==> src/rtl/ama_riscv_mem_arbiter_if.sv <==
// Request/response channel shared by the cache refill paths and main memory.
// master drives requests and consumes responses; slave accepts and answers.
interface ama_riscv_mem_arbiter_if #(
  parameter int ADDR_W = 14,
  parameter int LINE_W = 128
);
  logic              req_valid;
  logic              req_ready;
  logic [ADDR_W-1:0] req_addr;
  logic              req_we;
  logic [LINE_W-1:0] req_wdata;
  logic              rsp_valid;
  logic [LINE_W-1:0] rsp_data;

  modport master (
    output req_valid, req_addr, req_we, req_wdata,
    input  req_ready, rsp_valid, rsp_data
  );

  modport slave (
    input  req_valid, req_addr, req_we, req_wdata,
    output req_ready, rsp_valid, rsp_data
  );
endinterface

==> src/rtl/ama_riscv_mem_arbiter.sv <==
// Round-robin arbiter sharing one main-memory port between the I$ refill
// path and the D$ refill/writeback path, one transaction in flight.
//
// state    | meaning
// IDLE     | waiting for a request, ready driven to the arbitration winner
// ISSUE    | memory request presented, held until mem accepts
// WAIT_RSP | read issued, waiting for memory read data
// RESP     | one-cycle response pulse to the owning requester
module ama_riscv_mem_arbiter #(
  parameter int ADDR_W = 14,
  parameter int LINE_W = 128
) (
  input  logic                   clk,
  input  logic                   rst,
  ama_riscv_mem_arbiter_if.slave  ic,
  ama_riscv_mem_arbiter_if.slave  dc,
  ama_riscv_mem_arbiter_if.master mem,
  output logic                   busy_o,
  output logic                   last_grant_o,
  output logic                   proto_err_o
);

  typedef enum logic [1:0] {IDLE, ISSUE, WAIT_RSP, RESP} state_t;

  state_t            state_q;
  logic              owner_q;        // 0 = I$, 1 = D$
  logic [ADDR_W-1:0] addr_q;
  logic              we_q;
  logic [LINE_W-1:0] wdata_q;
  logic              mem_valid_q;
  logic              last_grant_q;
  logic              proto_err_q;
  logic              ic_rsp_valid_q;
  logic              dc_rsp_valid_q;
  logic [LINE_W-1:0] ic_rsp_data_q;
  logic [LINE_W-1:0] dc_rsp_data_q;
  logic              ic_pick;
  logic              dc_pick;

  // Arbitration: a lone requester wins; a tie goes to whoever was not granted last.
  always_comb begin
    ic_pick = ic.req_valid & (~dc.req_valid | last_grant_q);
    dc_pick = dc.req_valid & (~ic.req_valid | ~last_grant_q);
  end

  // Ready is only offered in IDLE and is held low while reset is asserted.
  assign ic.req_ready   = (state_q == IDLE) & ~rst & ic_pick;
  assign dc.req_ready   = (state_q == IDLE) & ~rst & dc_pick;

  assign mem.req_valid  = mem_valid_q;
  assign mem.req_addr   = addr_q;
  assign mem.req_we     = we_q;
  assign mem.req_wdata  = wdata_q;
  assign ic.rsp_valid   = ic_rsp_valid_q;
  assign ic.rsp_data    = ic_rsp_data_q;
  assign dc.rsp_valid   = dc_rsp_valid_q;
  assign dc.rsp_data    = dc_rsp_data_q;
  assign busy_o         = (state_q != IDLE);
  assign last_grant_o   = last_grant_q;
  assign proto_err_o    = proto_err_q;

  // Transaction FSM with registered memory request and response outputs.
  always_ff @(posedge clk or posedge rst) begin
    if (rst) begin
      state_q        <= IDLE;
      owner_q        <= 1'b0;
      addr_q         <= '0;
      we_q           <= 1'b0;
      wdata_q        <= '0;
      mem_valid_q    <= 1'b0;
      last_grant_q   <= 1'b0;
      proto_err_q    <= 1'b0;
      ic_rsp_valid_q <= 1'b0;
      dc_rsp_valid_q <= 1'b0;
      ic_rsp_data_q  <= '0;
      dc_rsp_data_q  <= '0;
    end else begin
      ic_rsp_valid_q <= 1'b0;
      dc_rsp_valid_q <= 1'b0;
      // Read data arriving when nothing is waiting for it is dropped and flagged.
      if (mem.rsp_valid && (state_q != WAIT_RSP)) proto_err_q <= 1'b1;
      case (state_q)
        IDLE: begin
          if (ic_pick || dc_pick) begin
            owner_q      <= dc_pick;
            addr_q       <= dc_pick ? dc.req_addr : ic.req_addr;
            we_q         <= dc_pick & dc.req_we;
            wdata_q      <= dc_pick ? dc.req_wdata : '0;
            last_grant_q <= dc_pick;
            mem_valid_q  <= 1'b1;
            state_q      <= ISSUE;
          end
        end
        ISSUE: begin
          if (mem.req_ready) begin
            mem_valid_q <= 1'b0;
            if (we_q) begin
              // Only the D$ can write, so the completion always goes there.
              dc_rsp_valid_q <= 1'b1;
              dc_rsp_data_q  <= '0;
              state_q        <= RESP;
            end else begin
              state_q <= WAIT_RSP;
            end
          end
        end
        WAIT_RSP: begin
          if (mem.rsp_valid) begin
            if (owner_q) begin
              dc_rsp_valid_q <= 1'b1;
              dc_rsp_data_q  <= mem.rsp_data;
            end else begin
              ic_rsp_valid_q <= 1'b1;
              ic_rsp_data_q  <= mem.rsp_data;
            end
            state_q <= RESP;
          end
        end
        RESP: begin
          state_q <= IDLE;
        end
        default: state_q <= IDLE;
      endcase
    end
  end

endmodule
==> src/flat_wrapper.sv <==
// flat-port wrapper written by rule: the top's interface ports become plain ports
module ama_riscv_mem_arbiter_flat 
#(
  parameter int ADDR_W = 14,
  parameter int LINE_W = 128
)
  (clk, rst, busy_o, last_grant_o, proto_err_o, ic_req_valid, ic_req_addr, ic_req_we, ic_req_wdata, ic_req_ready, ic_rsp_valid, ic_rsp_data, dc_req_valid, dc_req_addr, dc_req_we, dc_req_wdata, dc_req_ready, dc_rsp_valid, dc_rsp_data, mem_req_valid, mem_req_addr, mem_req_we, mem_req_wdata, mem_req_ready, mem_rsp_valid, mem_rsp_data);
  ama_riscv_mem_arbiter_if #(.ADDR_W(ADDR_W), .LINE_W(LINE_W)) ic_i ();
  ama_riscv_mem_arbiter_if #(.ADDR_W(ADDR_W), .LINE_W(LINE_W)) dc_i ();
  ama_riscv_mem_arbiter_if #(.ADDR_W(ADDR_W), .LINE_W(LINE_W)) mem_i ();
  input  logic clk;
  input  logic rst;
  output logic busy_o;
  output logic last_grant_o;
  output logic proto_err_o;
  input wire logic [$bits(ic_i.req_valid)-1:0] ic_req_valid;
  input wire logic [$bits(ic_i.req_addr)-1:0] ic_req_addr;
  input wire logic [$bits(ic_i.req_we)-1:0] ic_req_we;
  input wire logic [$bits(ic_i.req_wdata)-1:0] ic_req_wdata;
  output wire logic [$bits(ic_i.req_ready)-1:0] ic_req_ready;
  output wire logic [$bits(ic_i.rsp_valid)-1:0] ic_rsp_valid;
  output wire logic [$bits(ic_i.rsp_data)-1:0] ic_rsp_data;
  input wire logic [$bits(dc_i.req_valid)-1:0] dc_req_valid;
  input wire logic [$bits(dc_i.req_addr)-1:0] dc_req_addr;
  input wire logic [$bits(dc_i.req_we)-1:0] dc_req_we;
  input wire logic [$bits(dc_i.req_wdata)-1:0] dc_req_wdata;
  output wire logic [$bits(dc_i.req_ready)-1:0] dc_req_ready;
  output wire logic [$bits(dc_i.rsp_valid)-1:0] dc_rsp_valid;
  output wire logic [$bits(dc_i.rsp_data)-1:0] dc_rsp_data;
  output wire logic [$bits(mem_i.req_valid)-1:0] mem_req_valid;
  output wire logic [$bits(mem_i.req_addr)-1:0] mem_req_addr;
  output wire logic [$bits(mem_i.req_we)-1:0] mem_req_we;
  output wire logic [$bits(mem_i.req_wdata)-1:0] mem_req_wdata;
  input wire logic [$bits(mem_i.req_ready)-1:0] mem_req_ready;
  input wire logic [$bits(mem_i.rsp_valid)-1:0] mem_rsp_valid;
  input wire logic [$bits(mem_i.rsp_data)-1:0] mem_rsp_data;
  assign ic_i.req_valid = ic_req_valid;
  assign ic_i.req_addr = ic_req_addr;
  assign ic_i.req_we = ic_req_we;
  assign ic_i.req_wdata = ic_req_wdata;
  assign ic_req_ready = ic_i.req_ready;
  assign ic_rsp_valid = ic_i.rsp_valid;
  assign ic_rsp_data = ic_i.rsp_data;
  assign dc_i.req_valid = dc_req_valid;
  assign dc_i.req_addr = dc_req_addr;
  assign dc_i.req_we = dc_req_we;
  assign dc_i.req_wdata = dc_req_wdata;
  assign dc_req_ready = dc_i.req_ready;
  assign dc_rsp_valid = dc_i.rsp_valid;
  assign dc_rsp_data = dc_i.rsp_data;
  assign mem_req_valid = mem_i.req_valid;
  assign mem_req_addr = mem_i.req_addr;
  assign mem_req_we = mem_i.req_we;
  assign mem_req_wdata = mem_i.req_wdata;
  assign mem_i.req_ready = mem_req_ready;
  assign mem_i.rsp_valid = mem_rsp_valid;
  assign mem_i.rsp_data = mem_rsp_data;
  ama_riscv_mem_arbiter #(.ADDR_W(ADDR_W), .LINE_W(LINE_W)) u_core (.clk(clk), .rst(rst), .ic(ic_i), .dc(dc_i), .mem(mem_i), .busy_o(busy_o), .last_grant_o(last_grant_o), .proto_err_o(proto_err_o));
endmodule
==> config.mk <==
export PLATFORM = sky130hd
export DESIGN_NAME = ama_riscv_mem_arbiter_flat
export DESIGN_NICKNAME = d
export VERILOG_FILES = /design/src/rtl/ama_riscv_mem_arbiter_if.sv /design/src/rtl/ama_riscv_mem_arbiter.sv /design/src/flat_wrapper.sv
export SDC_FILE = /design/constraint.sdc
export NUM_CORES = 1
export LEC_CHECK = 0
export ABC_AREA = 1
export ABC_CLOCK_PERIOD_IN_PS = 38900
export BUFFER_PORTS_ARGS = -buffer_cell sky130_fd_sc_hd__buf_2
export CORE_AREA = 5 5 319 321
export DETAILED_ROUTE_END_ITERATION = 8
export DIE_AREA = 0 0 324 326
export GPL_TIMING_DRIVEN = 0
export HOLD_SLACK_MARGIN = 0.03
export PLACE_DENSITY = 0.48
export SLEW_MARGIN = 20
export SYNTH_ARGS = -nofsm -noshare
export SYNTH_HDL_FRONTEND = slang
export SYNTH_SLANG_ARGS = --single-unit
==> constraint.sdc <==
create_clock -name clk -period 38.9 [get_ports clk]
set_input_delay 5.835 -clock clk [delete_from_list [all_inputs] [get_ports clk]]
set_output_delay 5.835 -clock clk [all_outputs]
set_load 0.05 [all_outputs]
; ---- Word level (Yosys, flattened, before mapping)
; Index checks and enable logic that the tools add are counted.
[classes]
n_eq_ne = 9
mux = 23
bitwise = 12
reduce_logical = 11
[ops]
columns = cell, n
row1 = 2-to-1 mux 128 bit, 5
row2 = case mux 128 bit (2 select lines), 1
row3 = 2-to-1 mux 14 bit, 1
row4 = 2-to-1 mux 1 bit, 10
row5 = AND reduction 3 bit, 3
row6 = "inequality test 2 bit, second input constant", 4
row7 = case mux 2 bit (4 select lines), 1
row8 = bitwise AND 1 bit, 6
row9 = 2-to-1 mux 2 bit, 3
row10 = nonzero test 2 bit, 3
row11 = AND reduction 5 bit, 1
row12 = "== test 2 bit, second input constant", 2
row13 = "inequality test 2 x 1 -> 1 bit, second input constant", 2
row14 = NOT 1 bit, 4
row15 = case mux 1 bit (2 select lines), 2
row16 = "== test 2 x 1 -> 1 bit, second input constant", 1
row17 = zero test 2 bit, 1
row18 = bitwise OR 1 bit, 2
row19 = AND reduction 2 bit, 1
row20 = logical AND 1 bit, 1
row21 = logical OR 1 bit, 1
[totals]
reg_bits = 406
in_bits = 420

; ---- Logic depth before layout (Yosys ltp)
; Gate-level depths: netlist of run 1.
[logic_depth]
ltp_word = 6
depth_mapped = 11

; ---- Least setup slack after synthesis of run 1
; Ideal clock, no wire load.
[synth_timing]
path_type = input to output
start = input dc_req_valid
end = output dc_req_ready
t_arrival_ps = 7349
slack_ps = 25716
path_stages = 4
n_path_buf = 2
cell_sequence = buf_2 -> nand2_1 -> buf_2 -> nor3_1
[synth_between]
elab_chain_len = 2
[synth_lines]
columns = element, line_no
row1 = start: declaration, flat_wrapper.sv:23  ; input wire logic [$bits(dc_i.req_valid)-1:0] dc_req_valid;
row2 = bitwise AND 1 bit, ama_riscv_mem_arbiter.sv:43  ; dc_pick = dc.req_valid & (~ic.req_valid | ~last_grant_q);
row3 = bitwise AND 1 bit, ama_riscv_mem_arbiter.sv:48  ; assign dc.req_ready = (state_q == IDLE) & ~rst & dc_pick;
row4 = end: declaration, flat_wrapper.sv:27  ; output wire logic [$bits(dc_i.req_ready)-1:0] dc_req_ready;
; No other way between the ends.

; ---- Worst setup path in the final report of run 1
[layout_timing]
start = input ic_req_valid
end = output dc_req_ready
[layout_between]
elab_chain_len = 4
[layout_lines]
columns = element, line_no
row1 = start: declaration, flat_wrapper.sv:16  ; input wire logic [$bits(ic_i.req_valid)-1:0] ic_req_valid;
row2 = NOT 1 bit, ama_riscv_mem_arbiter.sv:43
row3 = bitwise OR 1 bit, ama_riscv_mem_arbiter.sv:43
row4 = bitwise AND 1 bit, ama_riscv_mem_arbiter.sv:43
row5 = bitwise AND 1 bit, ama_riscv_mem_arbiter.sv:48
; No other way between the ends.

==> results of run 1 <==
==> power by group through the flow <==
stage / registers [mW] / logic, mW / clock network (mW)
after floorplan: 1.23 / 0.382 / 0
after global placement: 0.680 / 1.41 / 0
after detailed placement: 0.681 / 1.42 / 0
after CTS: 0.678 / 1.42 / 0.495
after global routing: 0.696 / 1.49 / 0.511
final: 0.677 / 1.38 / 0.476
==> flip-flops by register name, summed over array words and instances (netlist names) <==
signal / flops
u_core.dc.rsp_data: 128
u_core.ic.rsp_data: 128
u_core.mem.req_wdata: 128
u_core.mem.req_addr: 14
u_core.state_q: 2
u_core.dc.rsp_valid: 1
u_core.ic.rsp_valid: 1
u_core.mem.req_valid: 1
u_core.mem.req_we: 1
u_core.owner_q: 1
u_core.proto_err_o: 1
==> synthesized netlist by cell type, types with 2 or more instances <==
cell type	instances
nand2_1	982
dfrtp_1	406
inv_1	142
nand3b_1	128
o21ai_0	128
buf_2	63
clkbuf_1	35
nand3_1	22
buf_6	12
buf_4	7
ha_1	4
o21ai_1	4
inv_2	3
buf_1	2
nand2_2	2
nor3_1	2
==> layer usage <==
| layer | track usage, % | routed length (µm) | up-vias |
|---|---|---|---|
| met4 | 4.19 | 2340 | 14 |
| met2 | 26.1 | 40200 | 604 |
| met3 | 6.41 | 8750 | 94 |
| met1 | 18.8 | 34400 | 7467 |
| li1 | - | - | 7505 |
| met5 | 0 | 92 | - |
==> logic make-up (layout without fill, tap and decap cells) <==
group	after synthesis	count (layout)	synth area share, %
AND/OR/NAND/NOR	1140	1140	28.5
flip-flops	406	406	60.2
buffers and inverters	264	1056	7.03
AO/OA/AOI/OAI	135	135	4.03
adder cells (fa/ha/maj)	4	4	0.296
other	0	5	0
==> stage by stage <==
step | std cells | instance area [µm²] | hold WS, ps
6_report | 4044 | 23800 | 455
5_1_grt | 4041 | 23800 | 478
4_1_cts | 4039 | 23800 | 459
3_5_place_dp | 3947 | 22100 | 443
3_3_place_gp | 3943 | 22000 | 442
2_1_floorplan | 1949 | 16900 | 487
==> worst min-delay path by stage <==
stage | startpoint | endpoint | cells after the start
after floorplan | u_core.state_q[1] | u_core.state_q[1] | 2
after global placement | u_core.proto_err_o | u_core.proto_err_o | 1
after detailed placement | u_core.proto_err_o | u_core.proto_err_o | 1
after CTS | u_core.proto_err_o | u_core.proto_err_o | 1
after global routing | u_core.proto_err_o | u_core.proto_err_o | 1
final | u_core.proto_err_o | u_core.proto_err_o | 1
==> final cells by class <==
| type | instances | area, µm² |
|---|---|---|
| fill | 11100 | 75200 |
| sequential | 406 | 10200 |
| multi-input combinational | 1279 | 5540 |
| timing repair buffer | 700 | 3590 |
| tap | 1298 | 1620 |
| clock buffer | 73 | 1510 |
| buffer | 119 | 642 |
| inverter | 145 | 552 |
| clock inverter | 19 | 143 |
| antenna | 5 | 12.5 |
==> critical path: stages <==
cell and delay [ps]:
buf_2 120, nand2_2 160, nand2_1 160, buf_2 220, nor3_1 130, buf_2 290
==> impl_metrics.json, run 1 <==
{
  "avgRoutedWirePerCell_um": 21.2,
  "syn_nets": 2373,
  "coreArea_um2": 99000,
  "ys.flop_type": "dfrtp_1",
  "slew_violations": 0,
  "die_h_um": 326,
  "final_antenna_net_count": 0,
  "switching_share_pct": 54.7,
  "fin_ws_ps": 26150,
  "crit-reg2reg-launch": "u_core.state_q[0]",
  "power_frac_seq_pct": 26.7,
  "first_global_vias": 15900,
  "crit_arrival_ps": 6910,
  "synth_edf_count": 0,
  "crit_fanout": 10,
  "endpoint": "dc_req_ready",
  "die_area_um2": 106000,
  "crit_start": "ic_req_valid",
  "first_iter_violations": 879,
  "root_buffer": "clkbuf_16",
  "clock_path_buffers": 3,
  "pwr-share-comb_pct": 54.6,
  "hold_path.class": "reg -> reg",
  "cts-buffers-inserted": 50,
  "nets": 3125,
  "cts_setup_buffers": 0,
  "layout_commonest_cell": "nand2_1",
  "row_count": 116,
  "ys_async_sr_fraction_pct": 100,
  "power_frac_clock_pct": 18.7,
  "synth_seq_cells": 406,
  "antenna_found_initial": 24,
  "holdBufCountCts": 0,
  "hpwl_um": 68900,
  "final_cell_mix": "nand2_1 (982), buf_2 (759), dfrtp_1 (406)",
  "post-route-min-period_ps": 12750,
  "yosys.cell_types.count": 23,
  "cts_tree": "built",
  "synth.area.top_cells": "dfrtp_1 (60%), nand2_1 (22%), nand3b_1 (5.7%), o21ai_0 (3.8%), inv_1 (3.2%)",
  "critPathRequiredTime_ps": 33070,
  "clock_latency_ps": 610,
  "pwr_density_cell_nw_per_um2": 107,
  "track_usage_pct": 15.7,
  "setup_tns_ps": 0,
  "num_vias": 15700,
  "cts_max_level": 2,
  "ff2ff_path_depth": 8,
  "fin_crit_sh_pct": 32.8,
  "p_leak_nw": 13.5,
  "grt_setup_unrepaired": "no",
  "first_pass_iters": 5,
  "place_ws_ps": 26160,
  "avgSynthCellArea_um2": 8.66,
  "max_freq_ghz": 0.0784,
  "p_sw_mw": 1.39,
  "yosys.area.top_type": "dfrtp_1",
  "gp_congestion": 0.816,
  "grt_max_degree": 95,
  "post-route-drc-count": 0,
  "finalSetupViolations": 0,
  "synthCells": 1949,
  "portBuffers": 696,
  "drv_cap": 0,
  "area_growth_pct": 40.8,
  "die_w_um": 324,
  "drive_above_1_share_pct": 31.8,
  "rr_endpoint": "u_core.ic.rsp_data[65]",
  "final_core_util_pct": 24.0,
  "vias_per_cell": 3.88,
  "crit_path_start_kind": "input pin",
  "finClkSkew_ps": 20.9,
  "grt_pass1_wl_um": 120000,
  "initial_utilization_pct": 17.1,
  "critPathKind": "in -> out",
  "netlist_area_um2": 16900,
  "tightestPinTransition_ps": 1080,
  "cts_resized": 0,
  "yosysTopAreaCellShare_pct": 60.2,
  "p_int_mw": 1.15,
  "yosysWarnings": 0,
  "p_total_mw": 2.54,
  "drt-total-wl_um": 85700,
  "num_io_pins": 827,
  "gr-total-overflow": 0,
  "critical_path.endpoint_type": "primary output",
  "finalHoldViolations": 0,
  "cts_sinks": 406,
  "rrSetupSlack_ps": 36350,
  "status": "completed",
  "path_clk_slew_ps": 60,
  "max_slew_margin_pct": 27.7,
  "yosysSeqAreaShare_pct": 60.2,
  "ir_drop_mv": 0.0478
}
Note: power is estimated with default switching activity, not from simulation.
==> run 2, diff against run 1 <==
--- a/config.mk
+++ b/config.mk
@@ -6,14 +6,14 @@
 export NUM_CORES = 1
 export LEC_CHECK = 0
 export ABC_AREA = 1
-export ABC_CLOCK_PERIOD_IN_PS = 38900
+export ABC_CLOCK_PERIOD_IN_PS = 12200
 export BUFFER_PORTS_ARGS = -buffer_cell sky130_fd_sc_hd__buf_2
-export CORE_AREA = 5 5 319 321
+export CORE_AREA = 5 5 323 325
 export DETAILED_ROUTE_END_ITERATION = 8
-export DIE_AREA = 0 0 324 326
+export DIE_AREA = 0 0 328 330
 export GPL_TIMING_DRIVEN = 0
 export HOLD_SLACK_MARGIN = 0.03
-export PLACE_DENSITY = 0.48
+export PLACE_DENSITY = 0.47
 export SLEW_MARGIN = 20
 export SYNTH_ARGS = -nofsm -noshare
 export SYNTH_HDL_FRONTEND = slang
==> constraint.sdc (replaced) <==
create_clock -name clk -period 12.2 [get_ports clk]
set_input_delay 1.83 -clock clk [delete_from_list [all_inputs] [get_ports clk]]
set_output_delay 1.83 -clock clk [all_outputs]
set_load 0.05 [all_outputs]
==> run 2 against run 1 <==
  * Design area up 1.3%
  * Global-route usage shrank 0.071 points
  * Largest power group unchanged
  * Largest cell class unchanged
  * Clock-buffer cell count is the same
  * Sequential share of layout area decreased by 0.54 points
  * Utilization decreased by 0.21 points
  * Non-clock buffer count rose by 12
  * Critical path depth is the same
  * First-iteration DRC count fell by 27%
  * Highest routed layer unchanged
==> impl_metrics.json, run 2 (synthesis gave the netlist of run 1 again) <==
{
  "seqCellArea_um2": 10200,
  "slew_violations": 0,
  "status": "completed",
  "whs_ps": 449,
  "setup_tns_ps": 0,
  "first_pass_iters": 5,
  "gp_congestion": 0.855,
  "path_clk_slew_ps": 50,
  "fin_crit_sh_pct": 38.9,
  "placedCellCount": 4029,
  "pwr_density_cell_nw_per_um2": 339,
  "fin_cells": 4123,
  "crit-reg2reg-launch": "u_core.state_q[0]",
  "drive_above_1_share_pct": 32.0,
  "track_usage_pct": 15.6,
  "num_io_pins": 827,
  "cts_resized": 0,
  "final_cell_mix": "nand2_1 (982), buf_2 (759), dfrtp_1 (406)",
  "cts_max_level": 2,
  "finalSetupViolations": 0,
  "cts_setup_buffers": 0,
  "num_vias": 15700,
  "multi_input_area_um2": 5540,
  "stdcell_area_um2": 24100,
  "cp_top_family": "buffers and inverters",
  "p_leak_nw": 13.6,
  "crit_slowest_cell": "buf_2",
  "clock_latency_ps": 600,
  "die_area_um2": 108000,
  "antenna_found_initial": 19,
  "vias_per_cell": 3.81,
  "crit_path_start_kind": "input pin",
  "grt_pass1_wl_um": 122000,
  "crit_fanout": 10,
  "min-delay-start": "u_core.proto_err_o",
  "place_ws_ps": 7450,
  "final_antenna_net_count": 0,
  "critical_path.endpoint_type": "primary output",
  "grt_max_degree": 33,
  "path_buf_inv": 3,
  "clock_path_buffers": 3,
  "holdBufCountCts": 0,
  "hpwl_um": 71600,
  "post-route-min-period_ps": 4750,
  "crit_start": "ic_req_valid",
  "fillCellCount": 11400,
  "critPathRequiredTime_ps": 10370,
  "crit_top_cell": "buf_2",
  "gr-total-overflow": 0,
  "row_count": 117,
  "nets": 3138,
  "placed_cell_area_um2": 22400,
  "critPathKind": "in -> out",
  "drt-total-wl_um": 87500,
  "portBuffers": 696,
  "first_global_vias": 16100,
  "hold_path.class": "reg -> reg",
  "cts-buffers-inserted": 51,
  "first_iter_violations": 644,
  "crit_arrival_ps": 2920,
  "coreArea_um2": 101000,
  "die_w_um": 328,
  "initial_utilization_pct": 16.7,
  "area_growth_pct": 42.6,
  "max_freq_ghz": 0.210,
  "drv_cap": 0,
  "grt_setup_unrepaired": "no",
  "layout_commonest_cell": "nand2_1",
  "max_slew_margin_pct": 37.7,
  "finClkSkew_ps": 13.2,
  "ir_drop_mv": 0.148,
  "root_buffer": "clkbuf_16",
  "fin_ws_ps": 7450,
  "die_h_um": 330,
  "path_cells": "buf_2 -> nand2_2 -> nand2_1 -> buf_2 -> nor3_1 -> buf_2",
  "avgRoutedWirePerCell_um": 21.2,
  "max_stage_delay_ps": 290,
  "cts_sinks": 406,
  "post-route-drc-count": 0,
  "cts_tree": "built",
  "tightestPinTransition_ps": 934,
  "finalHoldViolations": 0
}
==> run 2: metrics by stage <==
stage / util (%) / power, mW
finish: 23.8 / 8.16
global route: 23.8 / 8.64
CTS: 23.8 / 8.33
detailed placement: 22.2 / 6.75
global placement: 21.8 / 6.73
floorplan: - / 5.13
==> run 2: layout make-up <==
| type | count | share of cell area, % |
|---|---|---|
| inverter | 145 | 2.28 |
| clock buffer | 73 | 6.15 |
| multi-input combinational | 1279 | 23.0 |
| antenna | 5 | 0.0520 |
| timing repair buffer | 712 | 15.9 |
| sequential | 406 | 42.2 |
| buffer | 119 | 2.67 |
| clock inverter | 16 | 0.696 |
| tap | 1368 | 7.11 |
==> run 2: power by group <==
group | total, mW | switching [mW] | internal [mW]
Clock | 1.53 | 0.626 | 0.902
Sequential | 2.17 | 0.302 | 1.87
Combinational | 4.47 | 3.54 | 0.921
Total | 8.16 | 4.47 | 3.69
==> run 2: final timing paths <==
kind | end | slack [ps] | cells after the start
min reg2reg | u_core.proto_err_o | 450 | 1
max reg2reg | u_core.dc.rsp_data[31] | 9670 | 10
max | dc_req_ready | 7450 | 6
min in group asynchronous | u_core.state_q[1] | 1240 | 2
min | u_core.proto_err_o | 450 | 1
max in group asynchronous | u_core.dc.rsp_data[100] | 9780 | 6
==> run 2: per-layer routing <==
layer  track usage [%]  routed length (µm)
met2              26.6               42100
met5                 0                  63
met4              4.10                2330
met1              18.8               35100
met3              5.50                7970
==> run 3, diff against run 2 <==
--- a/config.mk
+++ b/config.mk
@@ -5,15 +5,15 @@
 export SDC_FILE = /design/constraint.sdc
 export NUM_CORES = 1
 export LEC_CHECK = 0
-export ABC_AREA = 1
-export ABC_CLOCK_PERIOD_IN_PS = 12200
+export ABC_AREA = 0
+export ABC_CLOCK_PERIOD_IN_PS = 4180
 export BUFFER_PORTS_ARGS = -buffer_cell sky130_fd_sc_hd__buf_2
-export CORE_AREA = 5 5 323 325
+export CORE_AREA = 5 5 314 316
 export DETAILED_ROUTE_END_ITERATION = 8
-export DIE_AREA = 0 0 328 330
+export DIE_AREA = 0 0 319 321
 export GPL_TIMING_DRIVEN = 0
 export HOLD_SLACK_MARGIN = 0.03
-export PLACE_DENSITY = 0.47
+export PLACE_DENSITY = 0.49
 export SLEW_MARGIN = 20
 export SYNTH_ARGS = -nofsm -noshare
 export SYNTH_HDL_FRONTEND = slang
==> constraint.sdc (replaced) <==
create_clock -name clk -period 4.18 [get_ports clk]
set_input_delay 0.627 -clock clk [delete_from_list [all_inputs] [get_ports clk]]
set_output_delay 0.627 -clock clk [all_outputs]
set_load 0.05 [all_outputs]
==> run 3 against run 2 <==
  * Cell count decreased by 14%
  * Sequential cell count unchanged
  * Wire length decreased by 12%
  * Register-to-register slack got worse by 8400 ps
  * Clock-buffer cell count decreased by 3
  * Sequential share of layout area increased by 2.1 points
  * Utilization increased by 0.16 points
  * First-iteration DRC count increased by 25%
==> impl_metrics.json, run 3 <==
{
  "first_iter_violations": 803,
  "synthCells": 1474,
  "post-route-drc-count": 0,
  "yosysSeqAreaShare_pct": 63.5,
  "placed_cell_area_um2": 21400,
  "stdcell_area_um2": 22900,
  "finalSetupViolations": 0,
  "critPathKind": "in -> out",
  "yosys.cell_types.count": 29,
  "avgRoutedWirePerCell_um": 21.7,
  "slew_violations": 0,
  "synth.most_common_cell": "nand2_1",
  "row_count": 114,
  "ir_drop_mv": 0.532,
  "post-route-min-period_ps": 3110,
  "max_slew_margin_pct": 31.2,
  "initial_utilization_pct": 16.7,
  "yosys.area.top_type": "dfrtp_1",
  "ys_top_cells_by_count": "nand2_1 (529), dfrtp_1 (406), mux2i_1 (142)",
  "crit_arrival_ps": 2490,
  "cts_max_level": 2,
  "synth_edf_count": 0,
  "gr-total-overflow": 0,
  "num_vias": 13400,
  "finalHoldViolations": 0,
  "critical_path.endpoint_type": "primary output",
  "whs_ps": 253,
  "path_clk_slew_ps": 60,
  "gp_congestion": 0.826,
  "drt-total-wl_um": 77000,
  "final_cell_mix": "buf_2 (716), nand2_1 (529), dfrtp_1 (406)",
  "ys.flop_type": "dfrtp_1",
  "pwr_density_cell_nw_per_um2": 990,
  "crit_fanout": 22,
  "cts_resized": 0,
  "area_growth_pct": 43.4,
  "finClkSkew_ps": 24.0,
  "vias_per_cell": 3.79,
  "netlist_area_um2": 16000,
  "die_area_um2": 102000,
  "first_pass_iters": 6,
  "syn_nets": 1898,
  "status": "completed",
  "num_io_pins": 827,
  "hold_path.class": "in -> reg",
  "cts_sinks": 406,
  "yosysWarnings": 0,
  "hpwl_um": 61800,
  "grt_setup_unrepaired": "no",
  "tightestPinTransition_ps": 1030,
  "layout_commonest_cell": "buf_2",
  "portBuffers": 697,
  "synth.area.top_cells": "dfrtp_1 (64%), nand2_1 (12%), mux2i_1 (8.9%), a22o_1 (7.1%), inv_1 (3.3%)",
  "clock_latency_ps": 590,
  "first_global_vias": 14100,
  "final_antenna_net_count": 0,
  "path_cells": "dlygate4sd3_1 -> buf_2 -> clkinvlp_4 -> buf_12 -> buf_12 -> o2111a_1 -> buf_2",
  "crit_path_start_kind": "input pin",
  "p_leak_nw": 12.7,
  "coreArea_um2": 95700,
  "drv_cap": 0,
  "nets": 2660,
  "max_freq_ghz": 0.321,
  "antenna_found_initial": 19,
  "p_total_mw": 22.7,
  "cts_tree": "built",
  "yosysTopAreaCellShare_pct": 63.5,
  "grt_max_degree": 34,
  "fin_crit_sh_pct": 74.5,
  "cts-buffers-inserted": 47,
  "crit_slowest_cell": "dlygate4sd3_1",
  "critPathRequiredTime_ps": 3550,
  "ys_async_sr_fraction_pct": 100,
  "grt_pass1_wl_um": 107000,
  "avgSynthCellArea_um2": 10.9,
  "clock_path_buffers": 3,
  "die_h_um": 321,
  "max_stage_delay_ps": 530,
  "die_w_um": 319,
  "track_usage_pct": 14.4,
  "drive_above_1_share_pct": 36.6,
  "root_buffer": "clkbuf_16",
  "fin_cells": 3549,
  "synth_seq_cells": 406,
  "placedCellCount": 3462
}
## run 3: cell types whose count changed in the layout (fill, tap and decap cells not counted), moves of 6 or more
cell | before | now
nand3b_1 | 128 | 0
mux2i_1 | 0 | 142
o21ai_0 | 128 | 16
buf_2 | 759 | 716
nand2_1 | 982 | 529
clkbuf_16 | 53 | 47
clkinv_2 | 9 | 3
nand3_1 | 22 | 3
a22o_1 | 0 | 129
clkbuf_1 | 47 | 55
## run 3: routing by layer
metal | track usage (%) | vias to the layer above | wire (µm)
met5 | 0 | - | 68
met4 | 5.31 | 10 | 3290
met3 | 6.20 | 120 | 7870
met2 | 23.8 | 633 | 35600
met1 | 16.7 | 6402 | 30100
li1 | - | 6270 | -
## run 3: what timing repair did
action,4_1_cts,5_1_grt
setup endpoints to repair,0,0
hold buffers,1,0
setup buffers,0,0
hold endpoints to repair,10,0
## run 3: worst paths after layout
check,cells after the start,to,slack [ps],start
max in group asynchronous,10,u_core.mem.req_wdata[73],1740,rst
worst min-delay path,2,u_core.mem.req_wdata[86],250,dc_req_wdata[86]
min in group asynchronous,3,u_core.ic.rsp_data[111],580,rst
worst min register to register,2,u_core.ic.rsp_data[111],470,u_core.ic.rsp_data[111]
worst max register to register,6,u_core.mem.req_wdata[47],1280,u_core.state_q[0]
worst max-delay path,7,ic_req_ready,1070,rst
## run 3: final cells by class
| class | count | area [µm²] |
|---|---|---|
| repair buffers | 713 | 3810 |
| plain buffers | 90 | 507 |
| diodes | 3 | 7.51 |
| inverters | 139 | 526 |
| clock inverters | 13 | 161 |
| fillers | 10400 | 72800 |
| well taps | 1276 | 1600 |
| flip-flops and latches | 406 | 10200 |
| clock buffers | 70 | 1360 |
| multi-input cells | 839 | 4810 |
## run 3: cells by family after synthesis
group / Yosys count / synth area share [%]
AOI/OAI and AO/OA: 157 / 8.24
adders and majority gates: 4 / 0.313
and+or+nand+nor: 536 / 12.6
DFF: 406 / 63.5
muxes: 142 / 8.88
buffers and inverters: 229 / 6.41
## run 3: power by group
group	total [mW]	internal, mW	leakage [nW]	switching, mW
clock	4.16	2.44	0.734	1.73
sequential	6.28	5.43	5.29	0.850
combinational	12.3	3.03	6.69	9.22
## run 3: critical path: cells and delay by family
family	cells	cell delay, ps
buffers and inverters	6	1630
AOI/OAI and AO/OA	1	200
## run 3: per-stage QoR
stage	setup slack (ps)	setup TNS (ps)	util (%)
global placement	-8010	-2083410	22.0
detailed placement	938	0	22.4
floorplan	-4250	-792670	-
finish	1070	0	24.0
CTS	1010	0	24.0
global route	926	0	24.0
